## src/rtl/pipe_stage_buf.sv

```systemverilog
// Parametrised pipeline stage buffer: a DEPTH-entry FIFO of control/data pairs with
// valid/ready handshake, synchronous flush, zero-gated bubbles and a saturating bubble counter.
module pipe_stage_buf #(
    parameter int CTRL_W = 16,
    parameter int DATA_W = 128,
    parameter int DEPTH  = 2,
    parameter int CNT_W  = 16
) (
    input  logic                         clk,
    input  logic                         rst_b,
    input  logic                         flush,
    input  logic                         in_valid,
    output logic                         in_ready,
    input  logic [CTRL_W-1:0]            in_ctrl,
    input  logic [DATA_W-1:0]            in_data,
    output logic                         out_valid,
    input  logic                         out_ready,
    output logic [CTRL_W-1:0]            out_ctrl,
    output logic [DATA_W-1:0]            out_data,
    output logic [$clog2(DEPTH+1)-1:0]   occupancy,
    output logic [CNT_W-1:0]             bubble_count
);

    localparam int OCC_W = $clog2(DEPTH + 1);
    localparam int PTR_W = (DEPTH > 1) ? $clog2(DEPTH) : 1;

    localparam logic [OCC_W-1:0] FULL     = OCC_W'(DEPTH);
    localparam logic [PTR_W-1:0] LAST_PTR = PTR_W'(DEPTH - 1);
    localparam logic [CNT_W-1:0] CNT_MAX  = '1;

    logic [CTRL_W-1:0] ctrlMem_q [DEPTH];
    logic [DATA_W-1:0] dataMem_q [DEPTH];

    logic [PTR_W-1:0] rdPtr_q, rdPtr_d;
    logic [PTR_W-1:0] wrPtr_q, wrPtr_d;
    logic [OCC_W-1:0] count_q, count_d;
    logic [CNT_W-1:0] bubbleCnt_q, bubbleCnt_d;
    logic             push;
    logic             pop;

    // Pointers wrap explicitly because DEPTH need not be a power of two.
    function automatic logic [PTR_W-1:0] advance(input logic [PTR_W-1:0] ptr);
        return (ptr == LAST_PTR) ? '0 : ptr + PTR_W'(1);
    endfunction

    // out_ready feeds in_ready combinationally so a full buffer can pop and refill in one cycle.
    assign in_ready  = !flush && ((count_q != FULL) || out_ready);
    assign out_valid = (count_q != '0);
    assign push      = in_valid && in_ready;
    assign pop       = out_valid && out_ready;

    assign out_ctrl     = out_valid ? ctrlMem_q[rdPtr_q] : '0;
    assign out_data     = out_valid ? dataMem_q[rdPtr_q] : '0;
    assign occupancy    = count_q;
    assign bubble_count = bubbleCnt_q;

    always_comb begin
        rdPtr_d = rdPtr_q;
        wrPtr_d = wrPtr_q;
        count_d = count_q;

        if (flush) begin
            rdPtr_d = '0;
            wrPtr_d = '0;
            count_d = '0;
        end else begin
            if (push) begin
                wrPtr_d = advance(wrPtr_q);
            end
            if (pop) begin
                rdPtr_d = advance(rdPtr_q);
            end
            case ({push, pop})
                2'b10:   count_d = count_q + OCC_W'(1);
                2'b01:   count_d = count_q - OCC_W'(1);
                default: count_d = count_q;
            endcase
        end
    end

    // Flush leaves the bubble counter alone; only reset clears it.
    always_comb begin
        bubbleCnt_d = bubbleCnt_q;
        if (out_ready && !out_valid && (bubbleCnt_q != CNT_MAX)) begin
            bubbleCnt_d = bubbleCnt_q + CNT_W'(1);
        end
    end

    always_ff @(posedge clk or negedge rst_b) begin
        if (!rst_b) begin
            rdPtr_q     <= '0;
            wrPtr_q     <= '0;
            count_q     <= '0;
            bubbleCnt_q <= '0;
        end else begin
            rdPtr_q     <= rdPtr_d;
            wrPtr_q     <= wrPtr_d;
            count_q     <= count_d;
            bubbleCnt_q <= bubbleCnt_d;
        end
    end

    always_ff @(posedge clk or negedge rst_b) begin
        if (!rst_b) begin
            for (int i = 0; i < DEPTH; i++) begin
                ctrlMem_q[i] <= '0;
                dataMem_q[i] <= '0;
            end
        end else if (push) begin
            ctrlMem_q[wrPtr_q] <= in_ctrl;
            dataMem_q[wrPtr_q] <= in_data;
        end
    end

endmodule

```

## config.mk

```make
export PLATFORM = sky130hd
export DESIGN_NAME = pipe_stage_buf
export DESIGN_NICKNAME = d
export VERILOG_FILES = /design/src/rtl/pipe_stage_buf.sv
export SDC_FILE = /design/constraint.sdc
export NUM_CORES = 1
export LEC_CHECK = 0
export ABC_CLOCK_PERIOD_IN_PS = 2000
export CAP_MARGIN = 0
export CORE_MARGIN = 3
export CORE_UTILIZATION = 40
export DETAILED_ROUTE_END_ITERATION = 6
export PLACE_DENSITY_LB_ADDON = 0.2
export SYNTH_ARGS = -nofsm -noshare
export SYNTH_HDL_FRONTEND = slang
export SYNTH_SLANG_ARGS = --single-unit
```

## constraint.sdc

```tcl
create_clock -name clk -period 2 [get_ports clk]
set_input_delay 0.5 -clock clk [delete_from_list [all_inputs] [get_ports clk]]
set_output_delay 0.5 -clock clk [all_outputs]
set_load 0.02 [all_outputs]
```

Word-level counts from Yosys, hierarchy flattened --
Index checks and enable logic that the tools add are counted.
Storage, ports and cells: register bits after elaboration 308, input port bits 149, output and inout port bits 164, logic and storage cells 57
Cells by class: $lt $le $gt $ge 3, bitwise gates (word level) 2, add/sub/neg operators 5, muxes and demuxes 22, eq/ne operators 4, reduce and logical (&&, ||, !) cells 13
Operators with widths (count):
- 128-bit 2-to-1 mux | 5
- 256-bit bitwise mux | 1
- 128-bit demux with 1-bit select | 1
- 16-bit 2-to-1 mux | 5
- 32-bit bitwise mux | 1
- 16-bit by 1-bit adder with 16-bit output, second input constant | 1
- 16-bit demux with 1-bit select | 1
- 16-bit inequality test, second input constant | 1
- 1-bit logical AND | 6
- 1-bit 2-to-1 mux | 6
- 2-bit nonzero test | 3
- 2-bit greater-or-equal comparator, second input constant | 2
- 1-bit NOT with 2-bit output | 2
- 2-bit case mux with 2 select lines | 1
- 3-bit nonzero test | 1
- 1-bit adder, second input constant | 2
- 2-bit by 1-bit adder with 2-bit output, second input constant | 1
- 2-bit by 1-bit == test with 1-bit output, second input constant | 1
- 2-bit == test, second input constant | 1
- 1-bit logical NOT | 2
- 2-bit by 1-bit less-than comparator with 1-bit output, second input constant | 1
- 2-bit 2-to-1 mux | 1
- 2-bit inequality test, second input constant | 1
- 2-bit by 1-bit subtractor with 2-bit output, second input constant | 1
- 1-bit logical OR | 1

Depth between registers and ports, before layout --
depth in word-level cells 7, depth in mapped cells 8, mapped depth without buffers 5

Least setup slack after synthesis --
OpenSTA, ideal clock, no wires.
path kind register to output, start point register count_q[1] (netlist: occupancy[1]), end point output out_data[117], cell stages (with the launch flop) 7, arrival time 1750 ps, required time 1500 ps, slack -250 ps, path through dfrtp_1 buf_2 nor2_1 clkbuf_1 clkbuf_1 buf_1 nor2_1
On the way: word-level cells in the longest chain between the ends 2
Ends and longest elaborated chain:
- start, declared | RTL line 36 | logic [OCC_W-1:0] count_q, count_d;
- start signal, assigned | RTL line 98 | count_q <= count_d;
- 2-bit nonzero test | RTL line 48 | assign out_valid = (count_q != '0);
- 128-bit 2-to-1 mux | RTL line 53 | assign out_data = out_valid ? dataMem_q[rdPtr_q] : '0;
- end, declared | RTL line 19 | output logic [DATA_W-1:0] out_data,
Every way passes these cells.

Worst setup path after layout --
start point register rdPtr_q, end point output out_data[90]
On the way: word-level cells in the longest chain between the ends 5
Ends and longest elaborated chain:
- start, declared | RTL line 34 | logic [PTR_W-1:0] rdPtr_q, rdPtr_d;
- start signal, assigned | RTL line 96 | rdPtr_q <= rdPtr_d;
- 1-bit NOT with 2-bit output (implied by the code) | RTL line 53
- 128-bit 2-to-1 mux (implied by the code) (3 in series) | RTL line 53
- 128-bit 2-to-1 mux | RTL line 53
Every way passes these cells. The select of a mux whose other input is x is not followed.

==> results.md <==
- Violation count after the first detailed-route iteration: ~330
- Max FO, Critical Path: 7
- Most used flip-flop cell after synthesis: sky130_fd_sc_hd__dfrtp_1
- Kind of end point of the critical path: output port
- Total Neg Setup Slack: -44.60 ns
- Clock insertion delay at the later pin of the skew report: about 0.53 ns
- Chip height: about 190 µm
- Top cells by instance count after synthesis: 308 x sky130_fd_sc_hd__dfrtp_1, 240 x sky130_fd_sc_hd__mux2_2, 151 x sky130_fd_sc_hd__nor2_1
- Critical setup path kind: reg2out
- Initial antenna violation count: 3
- Crit-path most repeated cell: sky130_fd_sc_hd__buf_12
- Largest stage delay on the critical path: ~0.51 ns
- Final instance area: between 0.02 and 0.025 mm²
- Areal power density over the cells: just over 1000 mW/mm²
- Number of core rows: 67
- Pint: 0.0154 W
- Part of the total power dissipated in the clock network: a little under a third
- Number of clock buffers inserted by TritonCTS: 35
- Number of nets in the layout: 1606
- Detailed-route wire length per cell: just over 20 µm
- Final hold vios: 0
- Status: finished, violations left
- GRT Total Usage: about a fifth
- Final HPWL from detailed placement: roughly 24 mm
- Fraction of post-synthesis cell area in the top cell type by area: a little under three fifths
- Number of vias after detailed routing: 9690
- Layout Skew: slightly below 0.02 ns
- Sw frac: ~28%
- Die outline area: about 0.037 mm²
- Sequential-to-total area share from yosys stat: a little under three fifths
- Final worst setup slack: -0.431 ns
- Gate Count Post-Synth: approximately 1000
- Failing checks: setup timing
- Post-synthesis cell area: ~0.014 mm²
- Die Width: 192 µm
- Most frequent cell after synthesis: sky130_fd_sc_hd__dfrtp_1
- Tmin final: approximately 2.4 ns
- Worst-case setup slack after placement: -0.462 ns
- Maximum number of pins on one net before global-route repair: 57
- VDD IR-drop max: ~800 µV
- Post-Syn Nets: 1179
- Maximum clock frequency: approximately 400 MHz
- Number of warnings printed during yosys synthesis: 0
- Global-route wire length before repair: 54.7 mm
- Data required time at the worst endpoint: about 1.5 ns
- Clk Tree Root Cell: sky130_fd_sc_hd__clkbuf_16
- Signed area change from the synthesized netlist to the final layout: 52.1%
- Maximum clock insertion buffer count: 3
- Distinct cell type count after synthesis: 33
- Wire length after detailed routing: between 30 and 40 mm
- Total placed instance area: approximately 0.018 mm²
- Synthesized flop and latch total: about 310
- Number of iterations in the first detailed-routing pass: 4
- Total global routing overflow: 0
- RSZ-0062 raised after global routing: yes
- Routability congestion estimate from global placement: between 0.8 and 0.9
- Period utilization: 122%
- Met2 track demand over resource in global routing: a little under a third
- Slew @ Worst Pin: just over 0.5 ns
- Comb power frac: between 20% and 30%
- Crit path max-delay cell type: sky130_fd_sc_hd__dfrtp_4
- Startpoint of the most critical setup path: rdPtr_q
- Clock-pin slew on the worst setup and hold paths: around 0.060 ns
- Post-detailed-route count of antenna-violating nets: 0
- Buffers added on ports: roughly 310
- Count of final setup violators: between 200 and 250
- Length in cells of the worst reg-to-reg path: 9
- Number of global-route vias before repair: a little under 10000
- Number of violations of the max-capacitance limit: 0
- Max Transition Viols Final: 0
- Busiest layer in global routing: met2
- Leakage power total: between 9 and 10 nW
- GRT met1 Usage: 24.5%
- Final hold slack: slightly below 0.5 ns
- DRC violations left: 0
- Sequential group share of total power: between 40% and 50%
- TritonCTS clock tree: done
- Cell type contributing the most total cell area after synthesis: sky130_fd_sc_hd__dfrtp_1
- Switching power summed over all nets: 0.00604 W
- Worst R2R Start: occupancy[0]
- Vias/cell: roughly 5
- Arrival time of data at the critical path endpoint: between 1.5 and 2 ns
- Hold_sp: ctrlMem_q[30]
- Number of synthesized flops with an enable pin: 0
- Max transition margin: approximately two thirds
- Critical Path, Cell by Cell: buf_12, buf_12, buf_16, mux2i_4, nor2_2, buf_4
- Ranking of synthesized cells by area: sky130_fd_sc_hd__dfrtp_1 56%, sky130_fd_sc_hd__mux2_2 20%, sky130_fd_sc_hd__mux2i_1 11%
- Core box area: approximately 0.034 mm²
- Async SR Flop Fraction: 100%
- Startpoint type of the worst setup path: flop
- Met3 track demand over resource in global routing: 5.11%
- Worst Hold Path Cells: 1
- H-tree levels: 2
- Post-Syn Area per Cell: between 10 and 15 µm²
- Layout cells sized above 1: 46.3%
- Sinks on Clock Net: 308
- IO Pins: 313
- Type of the worst min-delay path: reg2reg
- Initial Util: about two fifths
-- power by group through the flow --
stage | logic, W | registers [W] | clock network [W]
floorplan | 0.00308 | 0.00859 | 0
global placement | 0.00516 | 0.00869 | 0
detailed placement | 0.00525 | 0.00877 | 0
CTS | 0.00523 | 0.00869 | 0.00666
global route | 0.00664 | 0.00901 | 0.00694
finish | 0.00618 | 0.00880 | 0.00648
-- final timing paths --
kind,to,slack [ns]
max reg2reg,dataMem_q[219],-0.05
max in group asynchronous,dataMem_q[188],0.78
max,out_data[90],-0.43
min in group asynchronous,dataMem_q[246],0.51
min,ctrlMem_q[30],0.49
min reg2reg,ctrlMem_q[30],0.49
-- kinds of logic after synthesis --
family                     after synthesis  share of synthesized area (%)
AOI/OAI and AO/OA                        5                          0.307
xor gates and xnor gates                17                           1.07
adders and majority gates                1                         0.0903
buffers and inverters                   68                           2.92
DFF                                    308                           55.6
muxes                                  435                           34.0
and+or+nand+nor                        195                           5.95
-- cells in the final DEF, fill, tap and decap left out, drive strengths merged, types with 2 or more instances in the layout --
| cell type | instances |
|---|---|
| nor4 | 3 |
| dlymetal6s2s | 18 |
| nand2 | 8 |
| bufinv | 4 |
| xnor2 | 8 |
| and3 | 2 |
| nand2b | 2 |
| mux2i | 146 |
| mux2 | 289 |
| nand3 | 9 |
| nand4 | 7 |
| dfrtp | 308 |
| nor3b | 2 |
| nor2 | 152 |
| clkdlybuf4s50 | 147 |
| nor3 | 6 |
| clkbuf | 67 |
| buf | 268 |
| inv | 5 |
| clkinv | 10 |
| xor2 | 9 |
| a21oi | 3 |
-- critical path: cells and delay by family (launching register included) --
kind / cells / cell delay, ns
buffers and inverters: 4 / 0.59
DFF: 1 / 0.51
muxes: 1 / 0.19
and+or+nand+nor: 1 / 0.11
-- through the flow --
| stage | cells | power [W] | utilization, % |
|---|---|---|---|
| finish | 1931 | 0.0215 | 62.2 |
| global route | 1931 | 0.0226 | 62.2 |
| CTS | 1873 | 0.0206 | 56.9 |
| detailed placement | 1800 | 0.0140 | 53.8 |
| global placement | 1800 | 0.0139 | 53.8 |
| floorplan | 1029 | 0.0117 | - |
-- final cells by class --
| cell class | count | area, µm² |
|---|---|---|
| fill | 2684 | 12800 |
| inverter | 2 | 12.5 |
| sequential | 308 | 7710 |
| timing repair buffer | 456 | 5090 |
| tap | 448 | 561 |
| clock buffer | 45 | 963 |
| antenna | 1 | 2.50 |
| clock inverter | 18 | 204 |
| multi-input combinational | 653 | 6540 |
-- sequential cells by signal, indices dropped and copies added, names as in the netlist --
register      flops
bubble_count     16
ctrlMem_q        32
dataMem_q       256
occupancy         2
rdPtr_q           1
wrPtr_q           1
-- repair_timing --
action / in CTS / in global routing
endpoints found under the setup margin: 207 / 302
buffers inserted: 5 / 33
pin swaps: 4 / 14
cloned: 4 / 26
gates resized for setup: 716 / 271
endpoints found under the hold margin: 40 / 0
hold buffers: 1 / 0
-- per-layer routing --
layer  vias up  share of wire (%)
met5         -              0.069
met4         4                2.1
met3        57                6.2
met2       255                 48
met1      4897                 43
li1       4477                  -
Note: power is estimated with default switching activity, not from simulation.
